<file path="src/rtl/onebit_pkg.sv">
// -----------------------------------------------------------------------------
// onebit_pkg
// Shared definitions for the one-bit CPU control side: instruction encoding,
// code word layout, sequencer state encoding and the power-on program word.
// A code word is {cmd, arg}:
//   cmd = CMD_XOR : reg <= reg ^ arg, pc advances to the other word
//   cmd = CMD_JMP : reg holds,        pc <= arg
// -----------------------------------------------------------------------------
package onebit_pkg;

  localparam logic CMD_XOR = 1'b0;
  localparam logic CMD_JMP = 1'b1;

  typedef struct packed {
    logic cmd;
    logic arg;
  } code_t;

  // XOR with 0 leaves the register untouched, so a cleared memory is a nop loop.
  localparam code_t NOP_CODE = 2'b00;

  typedef enum logic [1:0] {
    IDLE = 2'b00,
    RUN  = 2'b01,
    DONE = 2'b10
  } state_t;

  // Decodes the command field of a code word.
  function automatic logic is_jump(input code_t code);
    return (code.cmd == CMD_JMP);
  endfunction

endpackage : onebit_pkg

</file>
<file path="src/rtl/onebit_prog_mem.sv">
// -----------------------------------------------------------------------------
// onebit_prog_mem
// Two-entry program memory for the one-bit CPU. One synchronous write port,
// one asynchronous (combinational) read port, asynchronous clear to NOP_CODE.
// Ports:
//   clk    in  1  rising-edge clock
//   rst    in  1  asynchronous active-high clear of both words
//   we     in  1  write enable
//   waddr  in  1  write address
//   wdata  in  2  write data {cmd,arg}
//   raddr  in  1  read address
//   rdata  out 2  word at raddr, same cycle
// -----------------------------------------------------------------------------
module onebit_prog_mem
  import onebit_pkg::*;
(
  input  logic       clk,
  input  logic       rst,
  input  logic       we,
  input  logic       waddr,
  input  logic [1:0] wdata,
  input  logic       raddr,
  output logic [1:0] rdata
);

  code_t mem0_r;
  code_t mem1_r;

  // Word 0 storage: cleared on reset, written when addressed.
  always_ff @(posedge clk or posedge rst) begin
    if (rst) begin
      mem0_r <= NOP_CODE;
    end else if (we && (waddr == 1'b0)) begin
      mem0_r <= code_t'(wdata);
    end
  end

  // Word 1 storage: cleared on reset, written when addressed.
  always_ff @(posedge clk or posedge rst) begin
    if (rst) begin
      mem1_r <= NOP_CODE;
    end else if (we && (waddr == 1'b1)) begin
      mem1_r <= code_t'(wdata);
    end
  end

  // Combinational read so the ALU sees the current word with no latency.
  always_comb begin
    rdata = 2'b00;
    if (raddr == 1'b1) begin
      rdata = mem1_r;
    end else begin
      rdata = mem0_r;
    end
  end

endmodule : onebit_prog_mem

</file>
<file path="src/rtl/onebit_sequencer.sv">
// -----------------------------------------------------------------------------
// onebit_sequencer
// Control side of the one-bit CPU. Holds the two-word program, presents the
// current code word to the external combinational ALU and commits the ALU's
// next reg/pc back each RUN cycle. A start command latches an instruction
// count; exactly that many instructions execute (or fewer if halted), then a
// single-cycle done pulse is raised and the sequencer returns to IDLE.
// Ports:
//   clk, rst           clock, asynchronous active-high reset
//   ld_valid/ld_ready  program-load handshake (ready only in IDLE)
//   ld_addr, ld_code   word address and {cmd,arg} value to load
//   start, run_cycles  launch a run of run_cycles instructions (IDLE only)
//   halt               abort a run; the step of that cycle is discarded
//   busy, done         in RUN / one-cycle end-of-run pulse
//   code_out           code word to the ALU (NOP outside RUN)
//   reg_q, pc_q        architectural register and program counter
//   alu_reg_out/pc_out ALU results for the current step
// -----------------------------------------------------------------------------
module onebit_sequencer
  import onebit_pkg::*;
#(
  parameter int CYC_W = 8
) (
  input  logic             clk,
  input  logic             rst,
  input  logic             ld_valid,
  output logic             ld_ready,
  input  logic             ld_addr,
  input  logic [1:0]       ld_code,
  input  logic             start,
  input  logic [CYC_W-1:0] run_cycles,
  input  logic             halt,
  output logic             busy,
  output logic             done,
  output logic [1:0]       code_out,
  output logic             reg_q,
  output logic             pc_q,
  input  logic             alu_reg_out,
  input  logic             alu_pc_out
);

  localparam logic [CYC_W-1:0] CNT_ZERO = {CYC_W{1'b0}};
  localparam logic [CYC_W-1:0] CNT_ONE  = {{(CYC_W-1){1'b0}}, 1'b1};

  state_t           state_r;
  state_t           state_s;
  logic [CYC_W-1:0] count_r;
  logic [CYC_W-1:0] count_s;
  logic             reg_r;
  logic             reg_s;
  logic             pc_r;
  logic             pc_s;
  logic             busy_r;
  logic             busy_s;
  logic             done_r;
  logic             done_s;
  logic             ready_r;
  logic             ready_s;
  logic             mem_we_s;
  logic [1:0]       mem_rd_s;

  // A load is accepted only while the sequencer reports ready (IDLE);
  // ld_valid in any other state is silently dropped.
  assign mem_we_s = ld_valid & ready_r;

  onebit_prog_mem u_prog_mem (
    .clk   (clk),
    .rst   (rst),
    .we    (mem_we_s),
    .waddr (ld_addr),
    .wdata (ld_code),
    .raddr (pc_r),
    .rdata (mem_rd_s)
  );

  // Next-state, counter and architectural state update.
  always_comb begin
    state_s = state_r;
    count_s = count_r;
    reg_s   = reg_r;
    pc_s    = pc_r;
    case (state_r)
      IDLE: begin
        if (start) begin
          count_s = run_cycles;
          reg_s   = 1'b0;
          pc_s    = 1'b0;
          if (run_cycles != CNT_ZERO) begin
            state_s = RUN;
          end else begin
            state_s = DONE;
          end
        end else begin
          state_s = IDLE;
        end
      end
      RUN: begin
        if (halt) begin
          // Discard this cycle's ALU result and end the run.
          state_s = DONE;
        end else begin
          reg_s   = alu_reg_out;
          pc_s    = alu_pc_out;
          // count_r is always >= 1 in RUN, so this never wraps.
          count_s = count_r - CNT_ONE;
          if (count_r == CNT_ONE) begin
            state_s = DONE;
          end else begin
            state_s = RUN;
          end
        end
      end
      DONE: begin
        state_s = IDLE;
      end
      default: begin
        state_s = IDLE;
      end
    endcase
  end

  // Status flags are decoded from the next state so they can be registered
  // alongside it and stay glitch-free at the outputs.
  always_comb begin
    busy_s  = 1'b0;
    done_s  = 1'b0;
    ready_s = 1'b0;
    case (state_s)
      IDLE:    ready_s = 1'b1;
      RUN:     busy_s  = 1'b1;
      DONE:    done_s  = 1'b1;
      default: ready_s = 1'b0;
    endcase
  end

  // Sequencer state, step counter and CPU register/pc.
  always_ff @(posedge clk or posedge rst) begin
    if (rst) begin
      state_r <= IDLE;
      count_r <= CNT_ZERO;
      reg_r   <= 1'b0;
      pc_r    <= 1'b0;
    end else begin
      state_r <= state_s;
      count_r <= count_s;
      reg_r   <= reg_s;
      pc_r    <= pc_s;
    end
  end

  // Registered status outputs; reset lands in IDLE so ready starts high.
  always_ff @(posedge clk or posedge rst) begin
    if (rst) begin
      busy_r  <= 1'b0;
      done_r  <= 1'b0;
      ready_r <= 1'b1;
    end else begin
      busy_r  <= busy_s;
      done_r  <= done_s;
      ready_r <= ready_s;
    end
  end

  assign ld_ready = ready_r;
  assign busy     = busy_r;
  assign done     = done_r;
  assign reg_q    = reg_r;
  assign pc_q     = pc_r;

  // The ALU path is combinational: the stored word goes straight out while
  // running, and a nop is presented otherwise so the ALU sees a stable input.
  assign code_out = busy_r ? mem_rd_s : NOP_CODE;

endmodule : onebit_sequencer

</file>
<file path="config.mk">
export PLATFORM = sky130hd
export DESIGN_NAME = onebit_sequencer
export DESIGN_NICKNAME = d
export VERILOG_FILES = /design/src/rtl/onebit_pkg.sv /design/src/rtl/onebit_prog_mem.sv /design/src/rtl/onebit_sequencer.sv
export SDC_FILE = /design/constraint.sdc
export NUM_CORES = 1
export LEC_CHECK = 0
export ABC_AREA = 1
export CAP_MARGIN = 20
export CELL_PAD_IN_SITES_DETAIL_PLACEMENT = 1
export CELL_PAD_IN_SITES_GLOBAL_PLACEMENT = 1
export CORE_UTILIZATION = 35
export CTS_BUF_LIST = sky130_fd_sc_hd__clkbuf_16
export DETAILED_ROUTE_END_ITERATION = 16
export PLACE_DENSITY = 0.78
export SETUP_SLACK_MARGIN = 0.2
export SYNTH_ARGS = -nofsm -noshare
export SYNTH_HDL_FRONTEND = slang
export SYNTH_SLANG_ARGS = --single-unit
export TNS_END_PERCENT = 20
</file>
<file path="constraint.sdc">
create_clock -name clk -period 1.6 [get_ports clk]
set_clock_uncertainty 0.15 [all_clocks]
set_input_delay 0.16 -clock clk [delete_from_list [all_inputs] [get_ports clk]]
set_output_delay 0.16 -clock clk [all_outputs]
set_load 0.02 [all_outputs]
</file>
# Word level (Yosys, flattened, before mapping)
# Index checks and enable logic that the tools add are counted.
totals:
  register_bits: 19
  inputBits: 18
  out_inout_bits: 7
  wordCells: 45
classes:
  n_addsub: 1
  n_eq_ne: 6
  muxes: 18
  bitwise_logic: 2
  reduce_logical: 7
ops:
  columns: ["operator", "n"]
  rows:
  - ["2-to-1 mux 8 bit", 2]
  - ["case mux 8 bit (2 select lines)", 1]
  - ["2-to-1 mux 2 bit", 6]
  - ["equality test 8 x 1 -> 1 bit, second input constant", 1]
  - ["nonzero test 8 bit", 1]
  - ["subtractor 8 x 1 -> 8 bit, second input constant", 1]
  - ["2-to-1 mux 1 bit", 6]
  - ["equality test 2 x 1 -> 1 bit, second input constant", 2]
  - ["zero test 2 bit", 2]
  - ["!= test 2 bit, second input constant", 2]
  - ["case mux 1 bit (2 select lines)", 2]
  - ["case mux 2 bit (2 select lines)", 1]
  - ["AND reduction 3 bit", 1]
  - ["equality test 2 bit, second input constant", 1]
  - ["logical AND 1 bit", 2]
  - ["nonzero test 2 bit", 1]
  - ["AND 1 bit", 1]
  - ["inverter 1 bit", 1]

# Logic depth before layout (Yosys ltp)
depth:
  depth_word: 6
  depth_mapped: 8
  ltp_nobuf: 8

# Modules after synthesis
# A second synthesis with hierarchy kept.
unflattened:
  hier_cells: 152
  area_unflattened_um2: 1128.6
by_module_without_submodules:
  columns: ["mod", "n_inst", "cells_per_inst", "area_each_um2", "seq_area_each_um2"]
  rows:
  - ["onebit_sequencer", 1, 126, 938.4, 376.6]
  - ["onebit_prog_mem", 1, 26, 190.2, 100.1]

# Least setup slack after synthesis
# Ideal clock, no wire load.
synth_timing:
  kind: "register to register"
  from: "register count_r[0]"
  to: "register count_r[6]"
  setup_time_ps: 65
  arrival_ps: 1072
  required_time_ps: 1385
  slack_ps: 313
  path_stages_with_launch: 9
  path_buffers: 0
  synth_period_minus_slack_ps: 1287
  cell_sequence: "dfrtp_1 -> inv_1 -> ha_1 -> inv_1 -> nor2_1 -> nand3_1 -> o22ai_2 -> nand2_1 -> nand2_1"
synth_between:
  elab_chain_cells: 3
synth_lines:
  columns: ["item", "line", "rtl"]
  rows:
  - ["start, declared", "onebit_sequencer.sv:47", "logic [CYC_W-1:0] count_r;"]
  - ["start signal, assigned", "onebit_sequencer.sv:145", "count_r <= count_s;"]
  - ["subtractor 8 x 1 -> 8 bit", "onebit_sequencer.sv:105", "count_s = count_r - CNT_ONE;"]
  - ["2-to-1 mux 8 bit", "onebit_sequencer.sv:98", "if (halt) begin"]
  - ["case mux 8 bit (2 select lines)", "onebit_sequencer.sv:82", "case (state_r)"]
# No other way between the ends. The select of a mux whose other input is x is not followed.
# A chain may end at the register's enable or synchronous reset.

# Worst setup path in the final report
layout_timing:
  from: "register state_r[1]"
  to: "register count_r[6]"
layout_between:
  elab_chain_cells: 3
  word_cells_on_any_way: 7
  classes_between: "3 x eq/ne; 1 x mux; 3 x reduce/logical"
layout_lines:
  columns: ["item", "line", "rtl"]
  rows:
  - ["start, declared", "onebit_sequencer.sv:45", "state_t state_r;"]
  - ["start signal, assigned", "onebit_sequencer.sv:144", "state_r <= state_s;"]
  - ["equality test 2 x 1 -> 1 bit or zero test 2 bit (tied branches)", "onebit_sequencer.sv:82", null]
  - ["!= test 2 bit (no source line) or nonzero test 2 bit (tied branches)", null, null]
  - ["AND reduction 3 bit (no source line)", null, null]
# Several ways; a longest one is shown, not always the timed one.

==> results.sh <==
export IMPL_nNetsFinal=202
export IMPL_first_iter_violations=18
export IMPL_wl_per_cell_um=17.7
export IMPL_crit_path_max_fanout=6
export IMPL_rsz0062_at_grt="yes"
export IMPL_ios=25
export IMPL_maxCapViolCount=0
export IMPL_cts_tree="built"
export IMPL_grt_pass1_wl_um=5330
export IMPL_synth_compound_area_frac=0.143
export IMPL_fillCellCount=345
export IMPL_dp_slack_ps=17.7
export IMPL_whs_ps=92.7
export IMPL_ys_seq_area_frac=0.444
export IMPL_htree_num_levels=1
export IMPL_hold_path_class="in -> async"
export IMPL_io_buffers=24
export IMPL_fp_dieH_um=57.4
export IMPL_grt_start_max_net_pins=20
export IMPL_peakVddDrop_mv=0.683
export IMPL_area_delta_synth_final_pct=47.7
export IMPL_fin_crit_ps=1540
export IMPL_utilization=0.561
export IMPL_syn_nets=162
export IMPL_outcome="complete, but fails checks"
export IMPL_worstPathRequired_ps=1580
export IMPL_hold_viol_final=0
export IMPL_violations="DRC"
export IMPL_fp_row_count=19
export IMPL_core_area_sq_um=2830
export IMPL_clock_sinks=19
export IMPL_synthAdderAreaFrac=0.0233
export IMPL_period_share=0.959
export IMPL_numCtsBuffers=3
export IMPL_die_x_um=57.4
export IMPL_ys_types=21
export IMPL_routed_wl_um=3750
export IMPL_drive_above_1_share=0.238
export IMPL_finalMaxSlewViolations=0
export IMPL_cts_root_buf="clkbuf_16"
export IMPL_slew_headroom=0.777
export IMPL_end_kind="flip-flop"
export IMPL_finalSetupViolations=0
export IMPL_dpl_hpwl_um=2290
export IMPL_grt_total_usage=0.211
export IMPL_clk_pin_slew_ps=60
export IMPL_power_per_cell_area_nw_per_um2=1860
export IMPL_setup_tns_ps=0
export IMPL_diodes=0
export IMPL_vias=1142
export IMPL_ys_ff_latch=19
export IMPL_cellLeakagePower_nw=0.761
export IMPL_cts_hold_buf=0
export IMPL_antenna_left=0
export IMPL_tightest_slew_ps=333
export IMPL_clk_latency_ps=250
export IMPL_clockBufferDepth=2
export IMPL_synth_xor_area_share=0
export IMPL_synth_simple_gate_area_share=0.274
export IMPL_ys_warn_count=0
export IMPL_final_cell_area_sq_um=1590
export IMPL_die_area_sq_um=3300
export IMPL_gp_congestion=0.734
export IMPL_syn_area_sq_um=1070
export IMPL_fin_ws_ps=64.8
export IMPL_crit_arrival_ps=1520
export IMPL_antenna_found_initial=0
export IMPL_first_pass_iters=10
export IMPL_place_area_sq_um=1360
export IMPL_grt_pass1_vias=1221
export IMPL_max_freq_ghz=0.651
export IMPL_synth_mux_area_frac=0
export IMPL_overflow=0
export IMPL_viasPerCell=5.39
export IMPL_drc_errors=2
export IMPL_synth_top_family_by_area="simple AND/OR/NAND/NOR gates"
export IMPL_start_kind="flip-flop"
export IMPL_worstSetupPathType="reg -> reg"
export IMPL_initial_utilization=0.380
export IMPL_syn_avg_cell_area_sq_um=7.57
export IMPL_syn_inst=142
worst max-delay path, stage by stage (launching register included):
cell and delay [ps]:
dfrtp_1 420, inv_2 100, nand2_4 80, o21ai_4 280, nand2_2 100, o21ai_0 210
nand2_1 80
per-layer routing:
layer  global-route usage  vias up  routed length [um]
li1                     -      531                   -
met1                0.224      576                1540
met2                0.414       27                2010
met3               0.0340        8                 141
met4               0.0697        0                  63
met5                    0        -                   0
layout by cell type, fill, tap and decap left out, drive strengths merged:
cell,n
clkinv,2
o21bai,1
nand2,35
dfstp,1
clkbuf,3
nand3b,1
clkdlybuf4s15,2
dlygate4sd2,1
a21oi,3
inv,19
o21ai,19
buf,15
ha,2
nand3,13
o22ai,3
clkdlybuf4s50,19
dfrtp,18
nor2,22
dlymetal6s2s,1
o211ai,1
power by group:
part | leakage, nW | switching (mW) | internal (mW)
clock network | 0.0409 | 0.198 | 0.336
logic | 0.487 | 0.878 | 0.643
registers | 0.233 | 0.210 | 0.695
repair_timing:
action	in CTS	in global routing
resized for setup	11	30
buffers inserted	0	8
pin swaps	0	8
endpoints found under the setup margin	18	19
metrics by stage:
stage / power (mW) / cells
6_report: 2.96 / 212
5_1_grt: 3.17 / 212
4_1_cts: 2.55 / 204
3_5_place_dp: 2.03 / 200
3_3_place_gp: 1.96 / 200
2_1_floorplan: 1.63 / 142
flip-flops by register name (all words and copies together), names as in the netlist:
register / flops
done: 1
pc_q: 1
state_r: 2
u_prog_mem.mem0_r: 2
reg_q: 1
u_prog_mem.mem1_r: 2
ld_ready: 1
count_r: 8
busy: 1
synth_stat cells:
library cell,number,area (sq um)
nand2_1,34,128
nor2_1,22,82.6
inv_1,19,71.3
dfrtp_1,18,450
o21ai_0,16,80.1
nand3_1,12,60.1
a21oi_1,3,15.0
buf_6,2,22.5
ha_1,2,25.0
o21ai_1,2,10.0
o22ai_1,2,12.5
buf_12,1,20.0
dfstp_2,1,26.3
inv_8,1,11.3
nand2_2,1,6.26
nand3_2,1,10.0
nand3b_1,1,7.51
o211ai_1,1,7.51
o21ai_2,1,8.76
o21bai_1,1,7.51
o22ai_2,1,12.5
worst paths after layout:
kind,from,end,slack [ps],depth (start not counted)
hold / removal,rst,count_r[7]$_DFFE_PP0P_,90,3
hold reg to reg,reg_q$_DFFE_PP0P_,reg_q$_DFFE_PP0P_,340,2
setup reg to reg,state_r[1]$_DFF_PP0_,count_r[6]$_DFFE_PP0P_,60,6
setup / recovery,state_r[1]$_DFF_PP0_,count_r[6]$_DFFE_PP0P_,60,6
min in group clk,alu_reg_out,reg_q$_DFFE_PP0P_,330,3
max in group asynchronous,rst,ld_ready$_DFF_PP1_,940,3
kinds of logic after synthesis:
| family | Yosys count |
|---|---|
| buffers and inverters | 23 |
| and+or+nand+nor | 71 |
| AOI/OAI and AO/OA | 27 |
| adders and majority gates | 2 |
| DFF | 19 |
cell type report:
class,count,area [sq um],share of cell area
multi-input combinational,100,537,0.338
sequential,19,478,0.301
timing repair buffer,38,359,0.226
inverter,20,95.1,0.0599
clock buffer,3,75.1,0.0473
tap,31,38.8,0.0244
clock inverter,1,5.00,0.00315
Note: power is estimated with default switching activity, not from simulation.
